<file path="src/rtl/fpcvt_pkg.sv">
// Shared definitions for the floating-point style encode/decode converters:
// default field widths and the sequencer state encoding.
package fpcvt_pkg;

    localparam int W_D_DEF = 12;
    localparam int W_E_DEF = 3;
    localparam int W_F_DEF = 4;

    typedef enum logic [1:0] {
        IDLE  = 2'd0,
        SHIFT = 2'd1,
        DONE  = 2'd2
    } state_t;

endpackage

</file>
<file path="src/rtl/twos_negate.sv">
// Combinational two's-complement negation of a W-bit word.
module twos_negate #(
    parameter int W = 12
) (
    input  logic [W-1:0] a,
    output logic [W-1:0] y
);

    assign y = ~a + {{(W-1){1'b0}}, 1'b1};

endmodule

</file>
<file path="src/rtl/fp_decode_seq.sv">
// Sequential decoder of a sign/exponent/significand triple into a
// two's-complement word D = (-1)^S * F * 2^E, one left shift per cycle.
module fp_decode_seq
    import fpcvt_pkg::*;
#(
    parameter int W_D = W_D_DEF,
    parameter int W_E = W_E_DEF,
    parameter int W_F = W_F_DEF
) (
    input  logic           clk,
    input  logic           rst,
    input  logic           in_valid,
    output logic           in_ready,
    input  logic           S,
    input  logic [W_E-1:0] E,
    input  logic [W_F-1:0] F,
    output logic           out_valid,
    input  logic           out_ready,
    output logic [W_D-1:0] D
);

    // Handshake: a transfer happens on a rising edge where valid and ready
    // are both high; in_ready is high only in IDLE, out_valid only in DONE,
    // and D is held stable while out_valid waits for out_ready.

    state_t         state;
    logic           sign;
    logic [W_D-1:0] acc;
    logic [W_E-1:0] cnt;
    logic [W_D-1:0] acc_neg;

    twos_negate #(.W(W_D)) u_negate (
        .a(acc),
        .y(acc_neg)
    );

    always_ff @(posedge clk) begin
        if (rst) begin
            state     <= IDLE;
            in_ready  <= 1'b1;
            out_valid <= 1'b0;
            sign      <= 1'b0;
            acc       <= '0;
            cnt       <= '0;
            D         <= '0;
        end else begin
            case (state)
                IDLE: begin
                    if (in_valid) begin
                        sign     <= S;
                        acc      <= {{(W_D-W_F){1'b0}}, F};
                        cnt      <= E;
                        in_ready <= 1'b0;
                        state    <= SHIFT;
                    end
                end
                SHIFT: begin
                    if (cnt != '0) begin
                        acc <= acc << 1;
                        cnt <= cnt - W_E'(1);
                    end else begin
                        // Negating a zero magnitude yields zero, so -0 decodes to 0.
                        D         <= sign ? acc_neg : acc;
                        out_valid <= 1'b1;
                        state     <= DONE;
                    end
                end
                DONE: begin
                    if (out_ready) begin
                        out_valid <= 1'b0;
                        in_ready  <= 1'b1;
                        state     <= IDLE;
                    end
                end
                default: begin
                    out_valid <= 1'b0;
                    in_ready  <= 1'b1;
                    state     <= IDLE;
                end
            endcase
        end
    end

endmodule

</file>
<file path="config.mk">
export PLATFORM = sky130hd
export DESIGN_NAME = fp_decode_seq
export DESIGN_NICKNAME = d
export VERILOG_FILES = /design/src/rtl/fpcvt_pkg.sv /design/src/rtl/twos_negate.sv /design/src/rtl/fp_decode_seq.sv
export SDC_FILE = /design/constraint.sdc
export NUM_CORES = 1
export LEC_CHECK = 0
export BUFFER_PORTS_ARGS = -buffer_cell sky130_fd_sc_hd__buf_4
export CORE_AREA = 10 10 70 72
export CTS_CLUSTER_SIZE = 20
export DETAILED_ROUTE_END_ITERATION = 12
export DIE_AREA = 0 0 80 82
export PLACE_DENSITY_LB_ADDON = 0.1
export SYNTH_ARGS = -nofsm -noshare
export SYNTH_HDL_FRONTEND = slang
export SYNTH_HIERARCHICAL = 1
export SYNTH_SLANG_ARGS = --single-unit
</file>
<file path="constraint.sdc">
create_clock -name clk -period 4.7 [get_ports clk]
set_clock_uncertainty 0.1 [all_clocks]
set_input_delay 0.235 -clock clk [delete_from_list [all_inputs] [get_ports clk]]
set_output_delay 0.235 -clock clk [all_outputs]
set_load 0.005 [all_outputs]
</file>
==> metrics.csv <==
stage,metric,value,unit
synthesis,Synth Cell Area,1710,sq um
timing,Slew @ Worst Pin,1.02,ns
critical_path,largest stage delay on the critical path,0.83,ns
synthesis,syn avg cell area,9.05,sq um
timing,unrepaired setup endpoints after global routing,false,
synthesis,syn nets,204,
die,Die X,80,um
timing,max-slew violations,0,
drt,Detailed Route WL,3.37,mm
cells_and_area,# diodes,0,
clocking,"Clk Latency, worst-skew pair",0.34,ns
synthesis,"count leader, synth",dfxtp_1,
drt,Routed Antenna Nets,0,
timing,final setup fails,0,
drt,Vias/cell,5.21,
global_routing,GRT overflow,0,
synthesis,post-synth cell types,35,
critical_path,CP required,4.86,ns
die,io pins,26,
global_routing,gr usage total,11.2,%
drt,Iteration-0 DRC Markers,67,
clocking,Clock Tree Root,clkbuf_4,
synthesis,Post-synth top cells,"dfxtp_1 (32), nor2_1 (26), mux2i_1 (17)",
power,power density over the cells,396,nW/um^2
clocking,post_cts resized,0,
cells_and_area,Finished Core Util,53.8,%
cells_and_area,layout cells sized above 1,23.1,%
critical_path,CP cell instances,"nor2b_1, buf_4, and2_1, nor2_1, a211oi_2",
drt,average routed wire per standard cell,13.2,um
clocking,CTS tree,built,
synthesis,largest family of logic cells by synthesized area,simple AND/OR/NAND/NOR gates,
global_routing,vias in the first global route,1247,
timing,fmax,427,MHz
cells_and_area,fillers,355,
global_routing,first-pass GRT wire length,5.88,mm
synthesis,ys flop type,dfxtp_1,
synthesis,mux cell area share after synthesis,10.6,%
placed_design,Cells after DPL,248,
cells_and_area,final non-filler cell total,256,
critical_path,arrival time worst endpoint,2.50,ns
power,Lkg Pwr,0.000717,uW
drt,drc violations,0,
placed_design,HPWL Detailed,2.34,mm
timing,Final min period,2.34,ns
clocking,post-CTS setup buffer count,0,
timing,Rel. slew slack,32.2,%
cells_and_area,synthesis-to-finish area growth,12.7,%
clocking,CTS Buffer Depth,2,
synthesis,Syn. warnings,6,
critical_path,Startpoint Class,register,
job,Max Cap Viol,0,
critical_path,Critical path buffers and inverters,1,
drt,1st-pass router iterations,4,
clocking,"CTS clk-pin slew, worst paths",0.10,ns
die,Die H,82,um
critical_path,Critical Path End Type,register,
synthesis,Yosys top cell by area,dfxtp_1,
timing,setup_tns,0,ns
synthesis,Compound-Gate Fraction of Synth Area,17.7,%
global_routing,initial antenna violation count,0,
power,Total Power,764,uW
synthesis,asr flop ratio synth,0,%
synthesis,most area-consuming cells after synthesis,"dfxtp_1 (37%), mux2i_1 (9.9%), a211oi_2 (6.6%)",
timing,fin crit share,49.8,%
die,starting density of the core,47.8,%
critical_path,"Max stage delay cell, worst path",and2_1,
timing,Worst Hold Slack,0.0292,ns
cells_and_area,Nets,222,
clocking,CTS buffer count,5,
critical_path,CP Max Fanout,25,
synthesis,simple-gate share of the synthesized area,19.8,%
synthesis,Syn Inst Count,189,
synthesis,top cell type's share of synthesized area,37.5,%
placed_design,RePlAce Congestion,0.755,
die,row count,22,
power,Max IR drop VDD,171,uV
drt,routed vias,1335,
worst_hold_path,Worst Hold Class,in2reg,
synthesis,number of synthesized register bits,32,
outcome,status,finished clean,
clocking,CTS Sinks,32,
clocking,H-tree depth,2,
synthesis,post-synthesis xor/xnor area fraction,5.12,%
synthesis,post-synthesis adder-cell area fraction,2.19,%
synthesis,sequential area share after synthesis,37.5,%
placed_design,IO Port Bufs,25,
die,DIE AREA,6560,sq um
critical_path,Top Family by Delay on Critical Path,simple AND/OR/NAND/NOR gates,
clocking,hold buffer count at cts,0,
die,core footprint,3580,sq um
synthesis,number of synthesized flops with an enable pin,0,
critical_path,Crit Path Class,reg2reg,
timing,Final Hold Viols,0,
global_routing,largest net degree at the start of global routing,33,
[registers in the layout, summed over array words and instances (netlist names)]
signal     cells
D             12
acc           12
cnt            3
state          2
in_ready       1
out_valid      1
sign           1
[metrics by stage]
stage / setup slack [ns] / area, sq um
after global placement: 2.44 / 1870
after CTS: 2.33 / 1930
after global routing: 2.03 / 1930
after detailed placement: 2.35 / 1870
after floorplan: 3.04 / 1710
final: 2.36 / 1930
[final cells by class]
cell class | instances | area (sq um) | share of cell area [%]
multi-input combinational | 136 | 947 | 49.2
sequential | 32 | 641 | 33.2
timing repair buffer | 26 | 195 | 10.1
tap | 48 | 60.1 | 3.12
clock buffer | 6 | 51.3 | 2.66
inverter | 6 | 22.5 | 1.17
clock inverter | 2 | 10.0 | 0.519
[power by group]
group	internal (uW)	leakage [uW]	total, uW	switching [uW]
Clock	71.1	0.0000380	169	97.7
Sequential	304	0.000262	343	38.8
Combinational	123	0.000417	252	129
Total	498	0.000717	764	265
[cell families after synthesis]
family,Yosys count
AOI/OAI and AO/OA,38
xor gates and xnor gates,10
adders and majority gates,3
buffers and inverters,21
DFF,32
muxes,18
and+or+nand+nor,67
[path summary, 6_finish.rpt]
path	to	depth (start not counted)	startpoint	slack [ns]
setup / recovery	D[9]	5	state[0]	2.36
hold / removal	sign	3	S	0.03
setup reg to reg	D[9]	5	state[0]	2.36
hold reg to reg	cnt[1]	2	cnt[1]	0.36
[metal layers]
metal | GRT usage (%) | vias to the layer above | share of wire [%]
li1 | - | 693 | -
met1 | 13.6 | 606 | 47
met2 | 17.1 | 28 | 45
met3 | 3.93 | 8 | 5.8
met4 | 5.81 | 0 | 2.0
met5 | 0 | - | 0
[cell usage in the layout, fill, tap and decap left out]
cell type	netlist	layout
clkbuf_4	0	5
buf_4	2	26
o32a_1	1	1
nand4b_1	2	2
o211ai_1	1	1
xnor2_1	3	3
nor4_1	1	1
and2_1	2	2
nor3b_1	2	2
clkbuf_8	0	1
nand3_1	10	10
mux2i_1	17	17
a21oi_1	15	15
nand2_1	13	13
nand2b_1	2	2
nor4_4	1	1
a211o_1	1	1
a22oi_1	1	1
nand3b_1	2	2
inv_1	6	6
ha_1	3	3
a211oi_1	6	6
clkinv_2	0	2
a211oi_4	1	1
a211oi_2	9	9
nor2b_2	1	1
o22ai_1	1	1
nor2_1	26	26
nor3_2	1	1
nor3_1	2	2
dfxtp_1	32	32
xor2_1	7	7
mux2_2	1	1
o21ai_0	2	2
nor2b_1	2	2
[worst register-to-register path, stage by stage, from the launching register on]
cell      delay [ns]
dfxtp_1         0.59
nor2b_1         0.18
buf_4           0.22
and2_1          0.83
nor2_1          0.12
a211oi_2        0.22
Note: power is estimated with default switching activity, not from simulation.
